[src/rtl/flash_playback_sequencer_pkg.sv]
// Shared types and constants for the flash playback sequencer: FSM encoding,
// audio/flash data widths and the default last word address of the sample flash.
package flash_playback_sequencer_pkg;

    localparam int          SAMPLE_W         = 16;
    localparam int          FLASH_DW         = 32;
    localparam int unsigned DEFAULT_END_ADDR = 32'h0007_FFFF;

    typedef enum logic [2:0] {
        ST_IDLE      = 3'd0,
        ST_REQ       = 3'd1,
        ST_WAIT_DATA = 3'd2,
        ST_HALF0     = 3'd3,
        ST_HALF1     = 3'd4,
        ST_ADVANCE   = 3'd5
    } state_e;

    // Picks one 16-bit half of a flash word; upper=1 selects bits [31:16].
    function automatic logic [SAMPLE_W-1:0] select_half(input logic [FLASH_DW-1:0] word,
                                                        input logic                upper);
        return upper ? word[FLASH_DW-1:SAMPLE_W] : word[SAMPLE_W-1:0];
    endfunction

endpackage

[src/rtl/flash_playback_sequencer_if.sv]
// Avalon-MM read-only link between the playback sequencer (master) and the flash controller (slave).
interface flash_playback_sequencer_if #(
    parameter int ADDR_W = 24
);
    import flash_playback_sequencer_pkg::*;

    logic                read;
    logic [ADDR_W-1:0]   address;
    logic                waitrequest;
    logic [FLASH_DW-1:0] readdata;
    logic                readdatavalid;

    modport master (
        output read,
        output address,
        input  waitrequest,
        input  readdata,
        input  readdatavalid
    );

    modport slave (
        input  read,
        input  address,
        output waitrequest,
        output readdata,
        output readdatavalid
    );

endinterface

[src/rtl/flash_playback_sequencer_addr_counter.sv]
// Playback word address: up/down counter wrapping between 0 and END_ADDR, with a
// synchronous clear that overrides stepping.
module flash_playback_sequencer_addr_counter #(
    parameter int                ADDR_W   = 24,
    parameter logic [ADDR_W-1:0] END_ADDR = '1
) (
    input  logic              clk,
    input  logic              rst_n,
    input  logic              clr_i,
    input  logic              step_i,
    input  logic              dir_bwd_i,
    output logic [ADDR_W-1:0] adr_o
);

    logic [ADDR_W-1:0] adr_q, adr_d;

    always_comb begin
        // NOTE: the hold value is assigned first so every path drives adr_d; without it this would infer a latch.
        adr_d = adr_q;
        if (clr_i) begin
            adr_d = '0;
        end else if (step_i) begin
            if (dir_bwd_i) begin
                adr_d = (adr_q == '0) ? END_ADDR : adr_q - ADDR_W'(1);
            end else begin
                adr_d = (adr_q == END_ADDR) ? '0 : adr_q + ADDR_W'(1);
            end
        end
    end

    // NOTE: registers are updated with non-blocking assignments so all flops sample pre-edge values.
    always_ff @(posedge clk or negedge rst_n) begin
        if (!rst_n) begin
            adr_q <= '0;
        end else begin
            adr_q <= adr_d;
        end
    end

    assign adr_o = adr_q;

endmodule

[src/rtl/flash_playback_sequencer.sv]
// Flash playback sequencer: fetches 32-bit words from sample flash over Avalon-MM and plays
// each out as two 16-bit audio samples, forward or backward, one per sample strobe.
module flash_playback_sequencer
    import flash_playback_sequencer_pkg::*;
#(
    parameter int                ADDR_W   = 24,
    parameter logic [ADDR_W-1:0] END_ADDR = ADDR_W'(DEFAULT_END_ADDR),
    parameter int                UCNT_W   = 8
) (
    input  logic                       clk,
    input  logic                       rst_n,
    input  logic                       bF,
    input  logic                       fF,
    input  logic                       pause,
    input  logic                       rst,
    input  logic                       sample_strobe,
    flash_playback_sequencer_if.master flash,
    output logic [ADDR_W-1:0]          adr,
    output logic [SAMPLE_W-1:0]        audio_sample,
    output logic                       sample_valid,
    output logic [UCNT_W-1:0]          underrun_cnt
);

    state_e              state_q, state_d;
    logic [FLASH_DW-1:0] word_q, word_d;
    logic [SAMPLE_W-1:0] sample_q, sample_d;
    logic [UCNT_W-1:0]   ucnt_q, ucnt_d;
    logic                dir_bwd_q, dir_bwd_d;
    logic                drop_q, drop_d;
    logic                valid_q, valid_d;
    logic                adr_clr, adr_step, missed, read_req;
    logic                dir_bwd_live;

    // Both flags set plays forward.
    assign dir_bwd_live = bF & ~fF;

    flash_playback_sequencer_addr_counter #(
        .ADDR_W   (ADDR_W),
        .END_ADDR (END_ADDR)
    ) u_addr_counter (
        .clk       (clk),
        .rst_n     (rst_n),
        .clr_i     (adr_clr),
        .step_i    (adr_step),
        .dir_bwd_i (dir_bwd_live),
        .adr_o     (adr)
    );

    always_comb begin
        state_d   = state_q;
        word_d    = word_q;
        dir_bwd_d = dir_bwd_q;
        drop_d    = drop_q;
        sample_d  = sample_q;
        valid_d   = 1'b0;
        ucnt_d    = ucnt_q;
        adr_clr   = 1'b0;
        adr_step  = 1'b0;
        missed    = 1'b0;
        read_req  = 1'b0;

        unique case (state_q)
            ST_IDLE: begin
                if (rst) begin
                    adr_clr = 1'b1;
                end else if (!pause) begin
                    missed  = sample_strobe;
                    state_d = ST_REQ;
                end
            end
            // An accepted read always runs to readdatavalid; a restart seen meanwhile only marks it for discard.
            ST_REQ: begin
                read_req = 1'b1;
                missed   = sample_strobe & ~rst;
                if (rst) drop_d = 1'b1;
                if (!flash.waitrequest) state_d = ST_WAIT_DATA;
            end
            ST_WAIT_DATA: begin
                missed = sample_strobe & ~rst;
                if (rst) drop_d = 1'b1;
                if (flash.readdatavalid) begin
                    drop_d = 1'b0;
                    if (rst || drop_q) begin
                        adr_clr = 1'b1;
                        state_d = ST_IDLE;
                    end else begin
                        word_d    = flash.readdata;
                        dir_bwd_d = dir_bwd_live;
                        state_d   = ST_HALF0;
                    end
                end
            end
            ST_HALF0, ST_HALF1: begin
                if (rst) begin
                    adr_clr = 1'b1;
                    state_d = ST_IDLE;
                end else if (sample_strobe) begin
                    sample_d = select_half(word_q, (state_q == ST_HALF0) ? dir_bwd_q : ~dir_bwd_q);
                    valid_d  = 1'b1;
                    state_d  = (state_q == ST_HALF0) ? ST_HALF1 : ST_ADVANCE;
                end
            end
            ST_ADVANCE: begin
                missed = sample_strobe & ~rst;
                if (rst) begin
                    adr_clr = 1'b1;
                    state_d = ST_IDLE;
                end else begin
                    adr_step = 1'b1;
                    state_d  = pause ? ST_IDLE : ST_REQ;
                end
            end
            default: state_d = ST_IDLE;
        endcase

        if (missed && (ucnt_q != '1)) ucnt_d = ucnt_q + UCNT_W'(1);
    end

    always_ff @(posedge clk or negedge rst_n) begin
        if (!rst_n) begin
            state_q   <= ST_IDLE;
            // NOTE: the word holder is a single register, not a RAM, so it is reset with the rest of the state.
            word_q    <= '0;
            dir_bwd_q <= 1'b0;
            drop_q    <= 1'b0;
            sample_q  <= '0;
            valid_q   <= 1'b0;
            ucnt_q    <= '0;
        end else begin
            state_q   <= state_d;
            word_q    <= word_d;
            dir_bwd_q <= dir_bwd_d;
            drop_q    <= drop_d;
            sample_q  <= sample_d;
            valid_q   <= valid_d;
            ucnt_q    <= ucnt_d;
        end
    end

    assign flash.read    = read_req;
    assign flash.address = adr;
    assign audio_sample  = sample_q;
    assign sample_valid  = valid_q;
    assign underrun_cnt  = ucnt_q;

endmodule

[src/flat_wrapper.sv]
// flat-port wrapper written by rule: the top's interface ports become plain ports
module flash_playback_sequencer_flat import flash_playback_sequencer_pkg::*;
#(
    parameter int                ADDR_W   = 24,
    parameter logic [ADDR_W-1:0] END_ADDR = ADDR_W'(DEFAULT_END_ADDR),
    parameter int                UCNT_W   = 8
)
  (clk, rst_n, bF, fF, pause, rst, sample_strobe, adr, audio_sample, sample_valid, underrun_cnt, flash_read, flash_address, flash_waitrequest, flash_readdata, flash_readdatavalid);
  flash_playback_sequencer_if #(.ADDR_W(ADDR_W)) flash_i ();
  input  logic clk;
  input  logic rst_n;
  input  logic bF;
  input  logic fF;
  input  logic pause;
  input  logic rst;
  input  logic sample_strobe;
  output logic [ADDR_W-1:0] adr;
  output logic [SAMPLE_W-1:0] audio_sample;
  output logic sample_valid;
  output logic [UCNT_W-1:0] underrun_cnt;
  output wire logic [$bits(flash_i.read)-1:0] flash_read;
  output wire logic [$bits(flash_i.address)-1:0] flash_address;
  input wire logic [$bits(flash_i.waitrequest)-1:0] flash_waitrequest;
  input wire logic [$bits(flash_i.readdata)-1:0] flash_readdata;
  input wire logic [$bits(flash_i.readdatavalid)-1:0] flash_readdatavalid;
  assign flash_read = flash_i.read;
  assign flash_address = flash_i.address;
  assign flash_i.waitrequest = flash_waitrequest;
  assign flash_i.readdata = flash_readdata;
  assign flash_i.readdatavalid = flash_readdatavalid;
  flash_playback_sequencer #(.ADDR_W(ADDR_W), .END_ADDR(END_ADDR), .UCNT_W(UCNT_W)) u_core (.clk(clk), .rst_n(rst_n), .bF(bF), .fF(fF), .pause(pause), .rst(rst), .sample_strobe(sample_strobe), .flash(flash_i), .adr(adr), .audio_sample(audio_sample), .sample_valid(sample_valid), .underrun_cnt(underrun_cnt));
endmodule
[config.mk]
export PLATFORM = sky130hd
export DESIGN_NAME = flash_playback_sequencer_flat
export DESIGN_NICKNAME = d
export VERILOG_FILES = /design/src/rtl/flash_playback_sequencer_pkg.sv /design/src/rtl/flash_playback_sequencer_if.sv /design/src/rtl/flash_playback_sequencer_addr_counter.sv /design/src/rtl/flash_playback_sequencer.sv /design/src/flat_wrapper.sv
export SDC_FILE = /design/constraint.sdc
export NUM_CORES = 1
export LEC_CHECK = 0
export CORE_ASPECT_RATIO = 0.7
export CORE_MARGIN = 4
export CORE_UTILIZATION = 46
export CTS_CLUSTER_SIZE = 12
export DETAILED_ROUTE_END_ITERATION = 10
export GPL_TIMING_DRIVEN = 0
export PLACE_DENSITY = 0.83
export SLEW_MARGIN = 25
export SYNTH_ARGS = -nofsm -noshare
export SYNTH_HDL_FRONTEND = slang
export SYNTH_SLANG_ARGS = --single-unit
[constraint.sdc]
create_clock -name clk -period 2.6 [get_ports clk]
set_clock_uncertainty 0.1 [all_clocks]
set_input_delay 0.52 -clock clk [delete_from_list [all_inputs] [get_ports clk]]
set_output_delay 0.52 -clock clk [all_outputs]
set_load 0.005 [all_outputs]
==> results.cfg <==
[flow_run]
drv_cap = 0

[final_layout]
syn_to_final_growth_pct = 40.47
drive_above_1_share_pct = 22.85
fin_cells = 835
multi_input_area_mm2 = 0.002653
filler_cell_count = 828
regArea_mm2 = 0.002161
antennaDiodeCount = 0
fin_nets = 727

[placement]
port_buffers = 114
dp.cells = 800
place.gp.congestion = 0.9666
dpl.hpwl_um = 10770
post-place-ws_ns = -0.5750

[critical_path]
rrSetupSlack_ns = 0.03
cp-start-kind = primary input
end_kind = flop
path_class = primary input to flop
cp.arrival_ns = 2.71
path_max_fanout = 10
required_ns = 2.73

[route]
drt-wirelength-per-cell_um = 18.23
routed-via-count = 4817
avgViaCountPerCell = 5.769
dr.pass1.iters = 6
drt_iter0_markers = 504
drt-total-wl_um = 15220
drc = 0
antenna_left = 0

[clocking]
clk_path_buf_depth = 2
clkTransAtPathRegs_ns = 0.07
clock_latency_ns = 0.34
cts_tree = built
cts_made_buffers = 9
root_buffer = clkbuf_16
htree_num_levels = 3
clkSinkCount = 86

[sta]
fmax_mhz = 387.1
setup_violations = 0
drv_slew = 0
period_share_pct = 99.35
rsz0062_at_grt = true
fin_crit_ns = 2.583
final_hold_viol_count = 0
tightest_slew_ns = 0.6298
slew_headroom_pct = 58.02
fin_ws_ns = 0.01679

[synth]
synth_seq_cells = 86
synth_edf_count = 0
yosysWarnings = 0
synth_nets = 582
synthArstFlopShare_pct = 100.0
avgSynthCellArea_um2 = 9.385
yosysSeqAreaShare_pct = 42.70
netlist_area_mm2 = 0.005040
synth_cells = 537
ys.flop_type = dfrtp_1
synthDistinctLibCells = 70

[grt]
antenna_found_initial = 0
grtUsageTotal_pct = 23.55
grt_first_pass_wirelength_um = 23910
grt_pass1_vias = 4781
gr-total-overflow = 0
grt_max_degree = 46

[pwr]
powerDensity_mw_per_mm2 = 808.7
power.leakage_nw = 3.160
ir_drop_mv = 0.5243

[floorplan]
die_area_mm2 = 0.01272
core.rowCount = 31
ios = 115
dieHeight_um = 95.58
die_x_um = 133.1
start_util_pct = 47.95
core_area_mm2 = 0.01051

[worst_hold_path]
hold_path.class = flop to flop

[run_status]
status = finished clean
## synthesized netlist by cell type, drive strengths merged (4+ instances only)
| cell | n | area share, % |
|---|---|---|
| a21o | 9 | 1.3 |
| a21oi | 16 | 1.6 |
| a31oi | 10 | 1.2 |
| and2 | 4 | 0.52 |
| and3 | 4 | 0.52 |
| buf | 33 | 4.6 |
| clkbuf | 24 | 1.9 |
| dfrtp | 86 | 43 |
| ha | 4 | 0.99 |
| inv | 17 | 1.3 |
| mux2 | 33 | 7.4 |
| mux2i | 18 | 3.6 |
| nand2 | 56 | 4.2 |
| nand2b | 8 | 0.99 |
| nand3 | 21 | 2.1 |
| nand4 | 11 | 1.7 |
| nor2 | 36 | 2.7 |
| nor3 | 18 | 2.0 |
| nor4 | 6 | 1.2 |
| o211ai | 4 | 0.60 |
| o21ai | 39 | 3.9 |
| o22ai | 4 | 0.50 |
| or3 | 7 | 0.89 |
| or4 | 4 | 0.70 |
| xnor2 | 12 | 2.1 |
| xor2 | 8 | 1.4 |
## routing by layer
| layer | GRT usage (%) | share of wire [%] |
|---|---|---|
| met1 | 32.34 | 43 |
| met2 | 36.40 | 46 |
| met3 | 6.171 | 9.5 |
| met4 | 8.219 | 1.8 |
| met5 | 0 | 0 |
## layout by cell type, fill, tap and decap left out, types with 17 or more instances in the layout
master and instances:
nand3_1 18, clkdlybuf4s50_1 113, dfrtp_1 79, o21ai_0 37, mux2_2 33, buf_4 50
mux2i_1 18, nor2_1 32, inv_1 17, nand2_1 53
## layout make-up
cell class                      instances  area share [%]
Buffer                                 54           4.966
Clock buffer                            9           3.181
Clock inverter                          7           1.485
Inverter                               18          0.9721
Multi-Input combinational cell        376           37.47
Sequential cell                        86           30.52
Tap cell                              148           2.616
Timing Repair Buffer                  137           18.79
## kinds of logic (layout without fill, tap and decap cells)
kind of cell             count (synthesis)  after routing  synth area share [%]
buffers and inverters                   75            225                 7.895
XOR/XNOR                                20             20                 3.476
AO/OA/AOI/OAI                          118            118                 15.27
multiplexers                            51             51                 10.95
AND/OR/NAND/NOR                        183            183                 18.72
flip-flops                              86             86                 42.70
adder cells (fa/ha/maj)                  4              4                0.9931
## metrics by stage
stage	instance area [um^2]	total power [mW]	setup TNS, ns	util [%]	hold slack (ns)
global placement	6366	3.942	-200.38	60.56	0.3695
global route	7079	6.035	-0.1066	67.35	0.4177
finish	7079	5.725	0	67.35	0.3899
detailed placement	6387	4.052	-14.31	60.77	0.3634
CTS	6845	5.591	-0.3305	65.12	0.3907
floorplan	5040	3.178	0	-	0.1244
## final timing paths
kind                                                 startpoint                              to  depth (start not counted)
worst max register to register  u_core.u_addr_counter.adr_o[13]  u_core.u_addr_counter.adr_o[4]                          8
max in group asynchronous                                 rst_n  u_core.u_addr_counter.adr_o[0]                          3
worst min-delay path                    u_core.audio_sample[11]         u_core.audio_sample[11]                          2
worst min register to register          u_core.audio_sample[11]         u_core.audio_sample[11]                          2
min in group asynchronous                                 rst_n  u_core.u_addr_counter.adr_o[9]                          2
worst max-delay path                                         fF  u_core.u_addr_counter.adr_o[4]                          9
## flip-flops by register name, indices dropped and copies added (netlist names)
signal,flops
u_core.audio_sample,16
u_core.sample_valid,1
u_core.word_q,32
u_core.dir_bwd_q,1
u_core.drop_q,1
u_core.u_addr_counter.adr_o,24
u_core.underrun_cnt,8
u_core.state_q,3
## timing repair
action                     CTS  global route
gates resized for setup     20            45
hold buffers                 1             0
setup buffers                7            14
hold endpoints to repair     4             0
setup endpoints to repair   35            61
pin swaps                    4             7
## critical path, cell delays in order
cell and delay, ns:
clkdlybuf4s50_1 0.47, nand2b_1 0.11, buf_4 0.19, nand2b_1 0.16, or4_4 0.60, nand2_4 0.17, buf_4 0.22, a221oi_1 0.07
a21o_1 0.19
## power breakdown
part           internal [mW]  switching [mW]
combinational           1.18            1.04
clock                  0.859           0.581
sequential              1.77           0.300
total                   3.80            1.92
No activity file was read; power rests on OpenSTA's default activity.
